File: src/rtl/td4_prog_loader.sv
`default_nettype none
// ============================================================================
// Module   : td4_prog_loader
// Purpose  : Program memory and load/run controller for a TD4-class 4-bit CPU.
//            A byte-stream loader fills a 16x8 program memory. The CPU then
//            fetches combinationally from it through regPC. A small FSM
//            (IDLE / LOAD / RUN) sequences loading and supervises execution
//            through cpu_clr and cpu_en.
// Revision : 1.0 - initial release
// ----------------------------------------------------------------------------
// Ports
//   clk        in   1  single clock, rising edge
//   clr        in   1  synchronous active-high reset
//   ld_start   in   1  one-cycle pulse, begin a program load
//   ld_valid   in   1  loader byte valid
//   ld_data    in   8  program byte ([7:4] opcode, [3:0] immediate)
//   ld_ready   out  1  loader byte accept-ready (high only in LOAD)
//   run        in   1  level, free-run the CPU
//   step       in   1  one-cycle pulse, advance CPU one instruction
//   regPC      in   4  CPU program counter
//   CMD        out  4  opcode field of mem[regPC]
//   DATA       out  4  immediate field of mem[regPC]
//   cpu_clr    out  1  active-low CPU clear (released only in RUN)
//   cpu_en     out  1  registered CPU advance strobe
//   ld_done    out  1  one-cycle pulse after the 16th byte is accepted
//   state      out  2  FSM state: 0 IDLE, 1 LOAD, 2 RUN
//   checksum   out  8  modulo-256 sum of bytes accepted in the current load
// ----------------------------------------------------------------------------
// Build option
//   PROG_CHECKSUM_EN : when defined, checksum accumulates accepted bytes.
//                      When undefined, checksum is tied to 8'h00 and no adder
//                      is built.
// ============================================================================
module td4_prog_loader (
  input  logic       clk,
  input  logic       clr,
  input  logic       ld_start,
  input  logic       ld_valid,
  input  logic [7:0] ld_data,
  output logic       ld_ready,
  input  logic       run,
  input  logic       step,
  input  logic [3:0] regPC,
  output logic [3:0] CMD,
  output logic [3:0] DATA,
  output logic       cpu_clr,
  output logic       cpu_en,
  output logic       ld_done,
  output logic [1:0] state,
  output logic [7:0] checksum
);

  // --------------------------------------------------------------------------
  // State encoding
  // --------------------------------------------------------------------------
  localparam logic [1:0] c_ST_IDLE = 2'd0;
  localparam logic [1:0] c_ST_LOAD = 2'd1;
  localparam logic [1:0] c_ST_RUN  = 2'd2;

  localparam logic [3:0] c_WPTR_LAST = 4'd15;

  // --------------------------------------------------------------------------
  // Declarations
  // --------------------------------------------------------------------------
  logic [1:0] state_q;
  logic [1:0] state_d;
  logic [3:0] wptr_q;
  logic [7:0] mem_q [16];
  logic       cpu_en_q;
  logic       ld_done_q;

  logic       w_ld_ready;
  logic       w_cpu_clr;
  logic       w_accept;
  logic       w_last;
  logic       w_load_entry;
  logic [7:0] w_fetch;

  // --------------------------------------------------------------------------
  // Handshake decode
  // --------------------------------------------------------------------------
  assign w_accept     = ld_valid & w_ld_ready;
  assign w_last       = w_accept & (wptr_q == c_WPTR_LAST);
  // Entry into LOAD can come from IDLE or RUN; both restart the pointer.
  assign w_load_entry = (state_q != c_ST_LOAD) & (state_d == c_ST_LOAD);

  // --------------------------------------------------------------------------
  // FSM: state register
  // --------------------------------------------------------------------------
  always_ff @(posedge clk) begin
    if (clr) begin
      state_q <= c_ST_IDLE;
    end else begin
      state_q <= state_d;
    end
  end

  // --------------------------------------------------------------------------
  // FSM: next-state logic
  // --------------------------------------------------------------------------
  always_comb begin
    state_d = state_q;
    case (state_q)
      c_ST_IDLE: begin
        // A load request wins over a coincident run/step.
        if (ld_start) begin
          state_d = c_ST_LOAD;
        end else if (run | step) begin
          state_d = c_ST_RUN;
        end
      end
      c_ST_LOAD: begin
        // ld_start is deliberately ignored here; the load only ends on
        // the 16th accepted byte or on reset.
        if (w_last) begin
          state_d = c_ST_IDLE;
        end
      end
      c_ST_RUN: begin
        if (ld_start) begin
          state_d = c_ST_LOAD;
        end
      end
      default: begin
        // Unused encoding recovers to IDLE on the next edge.
        state_d = c_ST_IDLE;
      end
    endcase
  end

  // --------------------------------------------------------------------------
  // FSM: output logic
  // --------------------------------------------------------------------------
  always_comb begin
    w_ld_ready = 1'b0;
    w_cpu_clr  = 1'b0;
    case (state_q)
      c_ST_LOAD: w_ld_ready = 1'b1;
      c_ST_RUN:  w_cpu_clr  = 1'b1;
      default: begin
        w_ld_ready = 1'b0;
        w_cpu_clr  = 1'b0;
      end
    endcase
  end

  // --------------------------------------------------------------------------
  // Write pointer
  // --------------------------------------------------------------------------
  always_ff @(posedge clk) begin
    if (clr) begin
      wptr_q <= 4'd0;
    end else if (w_load_entry) begin
      wptr_q <= 4'd0;
    end else if (w_accept) begin
      // The roll-over 15 -> 0 coincides with leaving LOAD, so it never
      // wraps inside a load.
      wptr_q <= wptr_q + 4'd1;
    end
  end

  // --------------------------------------------------------------------------
  // Program memory: reset-clearable register file, combinational read
  // --------------------------------------------------------------------------
  always_ff @(posedge clk) begin
    if (clr) begin
      for (int i = 0; i < 16; i++) begin
        mem_q[i] <= 8'h00;
      end
    end else if (w_accept) begin
      mem_q[wptr_q] <= ld_data;
    end
  end

  assign w_fetch = mem_q[regPC];
  assign CMD     = w_fetch[7:4];
  assign DATA    = w_fetch[3:0];

  // --------------------------------------------------------------------------
  // CPU advance strobe and load-done pulse
  // --------------------------------------------------------------------------
  // cpu_en is qualified by the state being entered, not the current state.
  // A step taken in IDLE therefore yields its strobe in the first RUN cycle.
  // A run/step coinciding with a load request in RUN yields no strobe, so
  // cpu_en is never seen outside RUN.
  always_ff @(posedge clk) begin
    if (clr) begin
      cpu_en_q  <= 1'b0;
      ld_done_q <= 1'b0;
    end else begin
      cpu_en_q  <= (state_d == c_ST_RUN) & (run | step);
      ld_done_q <= w_last;
    end
  end

  // --------------------------------------------------------------------------
  // Optional load checksum
  // --------------------------------------------------------------------------
`ifdef PROG_CHECKSUM_EN
  logic [7:0] checksum_q;

  always_ff @(posedge clk) begin
    if (clr) begin
      checksum_q <= 8'h00;
    end else if (w_load_entry) begin
      checksum_q <= 8'h00;
    end else if (w_accept) begin
      checksum_q <= checksum_q + ld_data;
    end
  end

  assign checksum = checksum_q;
`else
  assign checksum = 8'h00;
`endif

  // --------------------------------------------------------------------------
  // Output assignments
  // --------------------------------------------------------------------------
  assign ld_ready = w_ld_ready;
  assign cpu_clr  = w_cpu_clr;
  assign cpu_en   = cpu_en_q;
  assign ld_done  = ld_done_q;
  assign state    = state_q;

endmodule
`default_nettype wire

File: config.mk
export PLATFORM = sky130hd
export DESIGN_NAME = td4_prog_loader
export DESIGN_NICKNAME = d
export VERILOG_FILES = /design/src/rtl/td4_prog_loader.sv
export SDC_FILE = /design/constraint.sdc
export NUM_CORES = 1
export LEC_CHECK = 0
export CAP_MARGIN = 20
export CORE_MARGIN = 10
export CORE_UTILIZATION = 63
export DETAILED_ROUTE_END_ITERATION = 10
export DONT_BUFFER_PORTS = 1
export GPL_TIMING_DRIVEN = 0
export PLACE_DENSITY = 0.85
export SLEW_MARGIN = 20
export SYNTH_ARGS = -nofsm -noshare
export SYNTH_HDL_FRONTEND = slang
export SYNTH_SLANG_ARGS = --single-unit
File: constraint.sdc
create_clock -name clk -period 2.75 [get_ports clk]
set_clock_uncertainty 0.05 [all_clocks]
set_input_delay 0.55 -clock clk [delete_from_list [all_inputs] [get_ports clk]]
set_output_delay 0.55 -clock clk [all_outputs]
set_load 0.01 [all_outputs]
==> impl_metrics.csv, run 1 <==
group,metric,value,unit
pwr,internal_power,3.99,mW
yosys,syn_area_per_cell,13.6,µm²
floorplan,die_area,0.0142,mm²
detailed_routing,wl_met2,7480,µm
finish,syn_to_final_growth,13.5,%
critical_path,r2r-start,"state[0]",
detailed_routing,vias,4079,
pwr,switching_share,20.6,%
clock_network,cts-root-buf,"clkbuf_8",
detailed_routing,wl_met3,1790,µm
clock_network,cts_tree,"done",
pwr,p_per_area,717,mW/mm²
pwr,peakVddDrop,0.545,mV
finish,nets,502,
yosys,syn_inst,454,
detailed_routing,dr.max_layer_used,"met4",
pwr,power_leakage,2.45,nW
grt,grt_max_degree,17,
clock_network,htreeDepth,4,
grt,grt_usage,22.4,%
grt,antenna_found_initial,0,
floorplan,rows,36,
timing,slew_violations,0,
grt,grt_pass1_vias,4165,
grt,grt_pass1_wl,23700,µm
pwr,pwr-share-clk,47.7,%
finish,nFillCells,588,
timing,setup_viol,0,
timing,min_period,2.64,ns
critical_path,worstPathRequired,2.86,ns
timing,timing.final.crit_share,95.9,%
timing,slew_headroom,33.8,%
critical_path,cp_max_fo,9,
detailed_routing,ant_nets,0,
detailed_routing,met1_length,5070,µm
yosys,ys_warn_count,0,
worst_hold_path,hp-class,"in2reg",
finish,diodes,0,
clock_network,clock_latency,0.54,ns
timing,hold_viol,0,
floorplan,initial_utilization,64.1,%
timing,fmax,0.379,GHz
timing,rsz0062_at_grt,"yes",
floorplan,die_y,119,µm
critical_path,crit_path_start,"state[0]",
critical_path,cp-start-kind,"register",
floorplan,coreArea,0.00964,mm²
placement,gp_congestion,0.852,
yosys,synthArstFlopShare,0,%
yosys,synth.distinct_cells,34,
detailed_routing,wl_per_cell,24.6,µm
placement,dp_hpwl,9680,µm
timing,whs,0.0224,ns
clock_network,ctsResizeCount,0,
grt,overflow,0,
clock_network,post-cts-setup-buffer-count,0,
run,max-cap-violations,0,
clock_network,clockBufferDepth,2,
detailed_routing,dr.first_iter.drc_count,586,
clock_network,path_clk_slew,0.06,ns
floorplan,ioPinCount,40,
detailed_routing,routed_wl,15400,µm
detailed_routing,vias_per_cell,6.52,
yosys,netlist_area,0.00617,mm²
placement,port_buffers,0,
pwr,p_seq_share,46.9,%
yosys,synth-seq-cells,136,
finish,drive_gt1_share,16.6,%
yosys,ys_seq_area_share,64.8,%
worst_hold_path,hp-start,"clr",
timing,tightest_slew,0.987,ns
finish,final_util,72.7,%
critical_path,criticalPathCategory,"reg2reg",
yosys,synth-edff-count,128,
floorplan,die_x,119,µm
critical_path,arrival,2.75,ns
critical_path,end_kind,"register",
outcome,outcome,"completed",
detailed_routing,drc,0,
clock_network,cts_buffers,17,
detailed_routing,dr.pass1.iters,5,
pwr,power_frac_comb,5.4,%
clock_network,cts.sinks,136,
clock_network,hold_buffers,0,
pwr,p_switching,1.04,mW
yosys,synth_ff_type,"edfxtp_1",
## power by group through the flow
stage | clock [mW] | sequential (mW) | combinational, mW
CTS | 2.39 | 2.36 | 0.269
detailed placement | 0 | 2.40 | 0.265
global route | 2.47 | 2.36 | 0.287
floorplan | 0 | 2.39 | 0.196
finish | 2.40 | 2.36 | 0.270
global placement | 0 | 2.39 | 0.257
## worst paths after layout
check / end / slack [ns] / depth (start not counted)
setup reg to reg: mem_q[11][2] / 0.11 / 4
hold reg to reg: wptr_q[1] / 0.48 / 2
hold / removal: state[0] / 0.02 / 1
setup / recovery: mem_q[11][2] / 0.11 / 4
## kinds of logic after synthesis
logic type	count (synthesis)	share of synthesized area (%)
adder cells (fa/ha/maj)	4	0.811
buffers and inverters	39	3.91
AO/OA/AOI/OAI	37	3.81
AND/OR/NAND/NOR	203	13.8
multiplexers	32	12.5
XOR/XNOR	2	0.284
other	1	0.0607
flip-flops	136	64.8
## registers in the layout, summed over array words and instances, names as in the netlist
| name | cells |
|---|---|
| ld_done | 1 |
| cpu_en | 1 |
| mem_q | 128 |
| state | 2 |
| wptr_q | 4 |
## per-stage QoR
stage / total power [mW] / std cells / cell area, µm² / worst slack [ns] / setup TNS (ns)
floorplan: 2.58 / 461 / 6200 / 0.523 / 0
global placement: 2.65 / 594 / 6370 / -0.227 / -4.02
detailed placement: 2.66 / 594 / 6390 / 0.127 / 0
CTS: 5.01 / 626 / 7010 / 0.0779 / 0
global route: 5.12 / 626 / 7010 / -0.0104 / -0.0638
finish: 5.02 / 626 / 7010 / 0.112 / 0
## critical path, stage by stage, from the launching register on
cell      delay, ns
dfxtp_1        0.39
clkbuf_2       0.21
and2b_1        0.27
nand4_1        0.47
o21ai_1        0.86
## Yosys cell counts (all sizes together), types with 3 or more instances
cell	instances	area share (%)
a21oi	3	0.24
a22oi	16	1.9
and2	10	1.0
buf	30	3.0
clkbuf	3	0.20
clkdlybuf4s25	3	0.49
dfxtp	8	2.6
edfxtp	128	62
ha	4	0.81
inv	3	0.18
mux4	32	13
nand2	46	2.8
nand2b	3	0.30
nand3	3	0.24
nor2	125	7.6
nor2b	4	0.41
o21ai	14	1.1
o31ai	4	0.49
## layer usage
layer	track usage, %	vias to the layer above
li1	-	1705
met1	24.9	1972
met2	35.4	325
met3	7.70	77
met4	16.6	0
met5	0	-
## final cells by class
type,count,area [µm²],share of cell area [%]
clock inverter,15,206,2.95
buffer,36,230,3.29
sequential,136,4000,57.1
clock buffer,17,414,5.91
inverter,3,11.3,0.161
multi-input combinational,286,1980,28.2
tap,133,166,2.37
## cell usage in the layout (no fill, tap or decap), drive strengths merged, types with 4 or more instances in the layout
cell,instances
ha,4
and2,10
o21ai,14
nand2,46
clkbuf,20
conb,8
nor2b,4
nor2,125
bufinv,5
o31ai,4
buf,30
mux4,32
dfxtp,8
edfxtp,128
inv,4
clkinv,6
a22oi,16
No activity file was read; power rests on OpenSTA's default activity.
==> inputs of run 2 (changes only) <==
--- a/config.mk
+++ b/config.mk
@@ -6,12 +6,14 @@
 export NUM_CORES = 1
 export LEC_CHECK = 0
 export CAP_MARGIN = 20
+export CELL_PAD_IN_SITES_DETAIL_PLACEMENT = 0
+export CELL_PAD_IN_SITES_GLOBAL_PLACEMENT = 1
 export CORE_MARGIN = 10
-export CORE_UTILIZATION = 63
+export CORE_UTILIZATION = 53
 export DETAILED_ROUTE_END_ITERATION = 10
 export DONT_BUFFER_PORTS = 1
 export GPL_TIMING_DRIVEN = 0
-export PLACE_DENSITY = 0.85
+export PLACE_DENSITY = 0.86
 export SLEW_MARGIN = 20
 export SYNTH_ARGS = -nofsm -noshare
 export SYNTH_HDL_FRONTEND = slang
==> run 2 against run 1 <==
Compared with the run above:
- die area increased by 16%
- global-route usage decreased by 3.9 points
- clock-buffer cell count unchanged
- sequential power about the same
- non-clock buffer count unchanged
- wire length decreased by 5.7%
- core utilization decreased by 12 points
- worst setup slack improved by 0.063 ns
- clock power decreased by 14%
- flip-flop and latch count unchanged
- critical endpoint is now DATA[0]
==> impl_metrics.csv, run 2 (synthesized netlist as in run 1, its figures left out) <==
group,metric,value,unit
outcome,outcome,"completed",
clock_network,ctsResizeCount,0,
clock_network,cts.sinks,136,
timing,tightest_slew,0.947,ns
clock_network,clockBufferDepth,2,
finish,nFillCells,878,
floorplan,rows,39,
timing,tns,0,ns
critical_path,cp-start-kind,"input pin",
placement,dp_hpwl,9910,µm
detailed_routing,dr.first_iter.drc_count,475,
placement,port_buffers,0,
clock_network,clock_latency,0.42,ns
finish,regArea,0.00400,mm²
timing,rsz0062_at_grt,"no",
run,max-cap-violations,0,
placement,gp_congestion,0.796,
critical_path,worstPathRequired,2.15,ns
floorplan,die_y,128,µm
floorplan,coreArea,0.0114,mm²
critical_path,cp_cell_sequence,"buf_6 > buf_4 > mux4_2 > a22oi_1 > nand2_1",
finish,diodes,0,
clock_network,post-cts-setup-buffer-count,0,
floorplan,die_area,0.0164,mm²
critical_path,crit_slowest_cell,"mux4_2",
detailed_routing,dr.pass1.iters,5,
critical_path,crit_family,"multiplexers",
critical_path,cpPeakStageDelay,0.56,ns
timing,slew_headroom,36.5,%
clock_network,htreeDepth,4,
placement,dpl_cell_area,0.00640,mm²
detailed_routing,routed_wl,14500,µm
timing,setup_viol,0,
floorplan,initial_utilization,54.1,%
grt,overflow,0,
critical_path,cp_max_fo,10,
floorplan,ioPinCount,40,
grt,grt_pass1_wl,22400,µm
clock_network,hold_buffers,0,
detailed_routing,ant_nets,0,
finish,top_register,"mem_q",
pwr,power_leakage,2.42,nW
pwr,p_per_area,673,mW/mm²
worst_hold_path,hp-class,"in2reg",
grt,grt_max_degree,17,
critical_path,end_kind,"output pin",
detailed_routing,drc,0,
finish,multi_input_area,0.00200,mm²
timing,hold_viol,0,
grt,grt_pass1_vias,3880,
finish,nets,502,
finish,drive_gt1_share,17.6,%
finish,layout_commonest_cell,"edfxtp_1",
clock_network,cts_buffers,17,
detailed_routing,vias_per_cell,6.06,
finish,final_cell_mix,"edfxtp_1 (128), nor2_1 (125), nand2_1 (46), mux4_2 (18), clkbuf_16 (17)",
floorplan,die_x,128,µm
placement,dp.cells,604,
clock_network,cts-root-buf,"clkbuf_16",
grt,antenna_found_initial,0,
timing,slew_violations,0,
pwr,peakVddDrop,0.316,mV
critical_path,arrival,1.98,ns
clock_network,path_clk_slew,0.06,ns
timing,min_period,2.58,ns
timing,timing.final.crit_share,93.6,%
detailed_routing,wl_per_cell,22.9,µm
finish,largest_reg_flops,128,
finish,syn_to_final_growth,12.7,%
critical_path,crit_buf_inv,2,
timing,fmax,0.388,GHz
detailed_routing,vias,3856,
clock_network,cts_tree,"done",
critical_path,criticalPathCategory,"in2out",
finish,fin_cells,636,
finish,fin_area,0.00696,mm²
grt,grt_usage,18.5,%
run 2: cell types whose count changed in the layout (fill, tap and decap cells not counted):
cell | previous run | this run
bufinv_16 | 5 | 1
clkinv_2 | 2 | 7
o21ai_2 | 0 | 2
clkbuf_16 | 16 | 17
clkinv_1 | 4 | 2
nor3_2 | 0 | 1
o31ai_4 | 0 | 1
o21ai_1 | 12 | 10
clkbuf_8 | 1 | 0
clkinvlp_4 | 3 | 4
nor3_1 | 2 | 1
o31ai_2 | 4 | 3
run 2: final cells by class:
class / count / area share [%]
buffer: 36 / 3.31
clock buffer: 17 / 6.11
clock inverter: 15 / 1.60
inverter: 3 / 0.162
multi-input combinational: 286 / 28.7
sequential: 136 / 57.5
tap: 143 / 2.57
run 2: where the power goes:
group | internal, mW | switching (mW)
Combinational | 0.106 | 0.162
Sequential | 2.33 | 0.0224
Clock | 1.22 | 0.839
run 2: worst register-to-register path, delay by kind of cell, from the launching register on:
kind | cells | cell delay [ns]
flip-flops | 1 | 0.39
AND/OR/NAND/NOR | 2 | 0.81
AO/OA/AOI/OAI | 1 | 0.69
buffers and inverters | 1 | 0.22
run 2: per-stage QoR:
step	worst slack, ns	hold WS [ns]	total power [mW]	utilization (%)
floorplan	0.523	0.431	2.58	-
global placement	-0.270	0.449	2.65	55.9
detailed placement	0.102	0.465	2.66	56.0
CTS	0.0941	0.135	4.69	60.7
global route	0.100	0.134	4.81	60.9
finish	0.175	0.143	4.68	60.9
run 2: final timing paths:
check        slack [ns]      start  depth (start not counted)           end
min                0.14        clr                          1      state[0]
max reg2reg        0.23   state[0]                          4  mem_q[11][0]
max                0.17   regPC[0]                          5       DATA[0]
min reg2reg        0.47  wptr_q[1]                          2     wptr_q[1]
run 2: routing by layer:
metal  wire length, µm  track usage (%)
met5                 0                0
met2              7130             28.5
met4               464             7.88
met1              5650             23.9
met3              1290             5.58
==> inputs of run 3 (changes only) <==
--- a/config.mk
+++ b/config.mk
@@ -14,6 +14,7 @@
 export DONT_BUFFER_PORTS = 1
 export GPL_TIMING_DRIVEN = 0
 export PLACE_DENSITY = 0.86
+export RECOVER_POWER = 100
 export SLEW_MARGIN = 20
 export SYNTH_ARGS = -nofsm -noshare
 export SYNTH_HDL_FRONTEND = slang
==> run 3 against run 2 <==
Compared with the run above:
- fmax fell by 1.8%
- die area did not move
- combinational power barely moved
- critical path depth did not move
- core utilization fell by 0.20 points
- clock power barely moved
- register-to-register slack got worse by 0.02 ns
==> impl_metrics.csv, run 3 (synthesized netlist as in run 1, its figures left out) <==
group,metric,value,unit
finish,fin_area,0.00694,mm²
finish,drive_gt1_share,15.2,%
run,max-cap-violations,0,
critical_path,cp_max_fo,10,
pwr,peakVddDrop,0.319,mV
critical_path,end_kind,"output pin",
detailed_routing,vias,3854,
detailed_routing,wl_per_cell,23.1,µm
grt,met1_usage,23.9,%
critical_path,cp-start-kind,"input pin",
floorplan,die_area,0.0164,mm²
worst_hold_path,hp-class,"in2reg",
critical_path,arrival,2.02,ns
critical_path,cpPeakStageDelay,0.58,ns
detailed_routing,drc,0,
finish,top_register,"mem_q",
critical_path,crit_slowest_cell,"mux4_1",
detailed_routing,dr.first_iter.drc_count,529,
finish,layout_commonest_cell,"edfxtp_1",
clock_network,cts_tree,"done",
pwr,power_leakage,2.40,nW
clock_network,clock_latency,0.42,ns
timing,timing.final.crit_share,95.4,%
finish,nets,502,
floorplan,die_y,128,µm
clock_network,cts-root-buf,"clkbuf_16",
timing,tns,0,ns
clock_network,htreeDepth,4,
floorplan,rows,39,
critical_path,cp_cell_sequence,"buf_6 > clkbuf_4 > mux4_1 > a22oi_1 > nand2_1",
finish,diodes,0,
detailed_routing,dr.pass1.iters,6,
floorplan,initial_utilization,54.1,%
grt,grt_pass1_wl,22400,µm
grt,grt_util_met3,5.58,%
grt,overflow,0,
pwr,p_per_area,675,mW/mm²
grt,grt_pass1_vias,3880,
floorplan,ioPinCount,40,
placement,dp_slack,0.102,ns
finish,largest_reg_flops,128,
clock_network,clockBufferDepth,2,
detailed_routing,vias_per_cell,6.06,
clock_network,path_clk_slew,0.06,ns
placement,dpl_cell_area,0.00640,mm²
pwr,power,4.68,mW
placement,port_buffers,0,
grt,top_usage_layer,"met2",
timing,hold_viol,0,
detailed_routing,routed_wl,14700,µm
finish,final_cell_mix,"edfxtp_1 (128), nor2_1 (125), nand2_1 (46), mux4_2 (18), clkbuf_16 (17)",
finish,syn_to_final_growth,12.3,%
critical_path,criticalPathCategory,"in2out",
timing,slew_violations,0,
timing,slew_headroom,13.4,%
timing,fmax,0.381,GHz
clock_network,cts.sinks,136,
timing,setup_viol,0,
grt,grt_usage,18.5,%
timing,fin_ws,0.127,ns
grt,antenna_found_initial,0,
placement,dp_hpwl,9910,µm
finish,final_util,60.7,%
clock_network,cts_buffers,17,
timing,tightest_slew,1.28,ns
finish,nFillCells,892,
critical_path,worstPathRequired,2.15,ns
floorplan,die_x,128,µm
detailed_routing,ant_nets,0,
grt,use_met2,28.5,%
timing,rsz0062_at_grt,"no",
floorplan,coreArea,0.0114,mm²
timing,min_period,2.62,ns
outcome,outcome,"completed",
grt,grt_max_degree,17,
placement,gp_congestion,0.796,
==> run 3: changes by cell type in the layout (fill, tap and decap cells not counted), moves of 2 or more <==
cell      delta
clkbuf_1    +11
clkbuf_4     +2
and2_0       +8
buf_2       -11
and2_1       -8
==> run 3: layout make-up <==
type	instances	area (µm²)	share of cell area (%)
flip-flops and latches	136	4000	57.7
multi-input cells	286	1990	28.7
clock buffers	17	425	6.13
clock inverters	15	111	1.61
inverters	3	11.3	0.162
plain buffers	36	213	3.07
well taps	143	179	2.58
==> run 3: what timing repair did <==
item                                    CTS  global route
hold buffers                              0             0
gates resized for setup                   0             3
buffers inserted                          0             0
endpoints found under the setup margin    0            16
==> run 3: worst paths after layout <==
| path | startpoint | endpoint | slack (ns) | depth (start not counted) |
|---|---|---|---|---|
| max | regPC[0] | DATA[0] | 0.13 | 5 |
| min | clr | state[0] | 0.14 | 1 |
| max reg2reg | state[0] | mem_q[1][4] | 0.21 | 4 |
| min reg2reg | wptr_q[1] | wptr_q[1] | 0.47 | 2 |
==> run 3: metrics by stage <==
| step | hold WS, ns | cells |
|---|---|---|
| 5_1_grt | 0.134 | 636 |
| 3_5_place_dp | 0.465 | 604 |
| 2_1_floorplan | 0.431 | 461 |
| 4_1_cts | 0.135 | 636 |
| 6_report | 0.142 | 636 |
| 3_3_place_gp | 0.449 | 604 |
==> run 3: power breakdown <==
group	leakage, nW	internal [mW]	switching, mW	total [mW]
Sequential	1.38	2.33	0.0226	2.35
Combinational	0.758	0.104	0.162	0.266
Clock	0.259	1.22	0.841	2.06
==> run 3: critical path: cells and delay by family <==
kind | cells | cell delay (ns)
mux | 1 | 0.58
buf+inv | 2 | 0.37
compound gates | 1 | 0.30
simple gates | 1 | 0.21
==> run 3: per-layer routing <==
metal,routed length (µm),vias up
met4,437,0
met5,0,-
met2,7140,233
met1,5580,1876
met3,1540,35
li1,-,1710
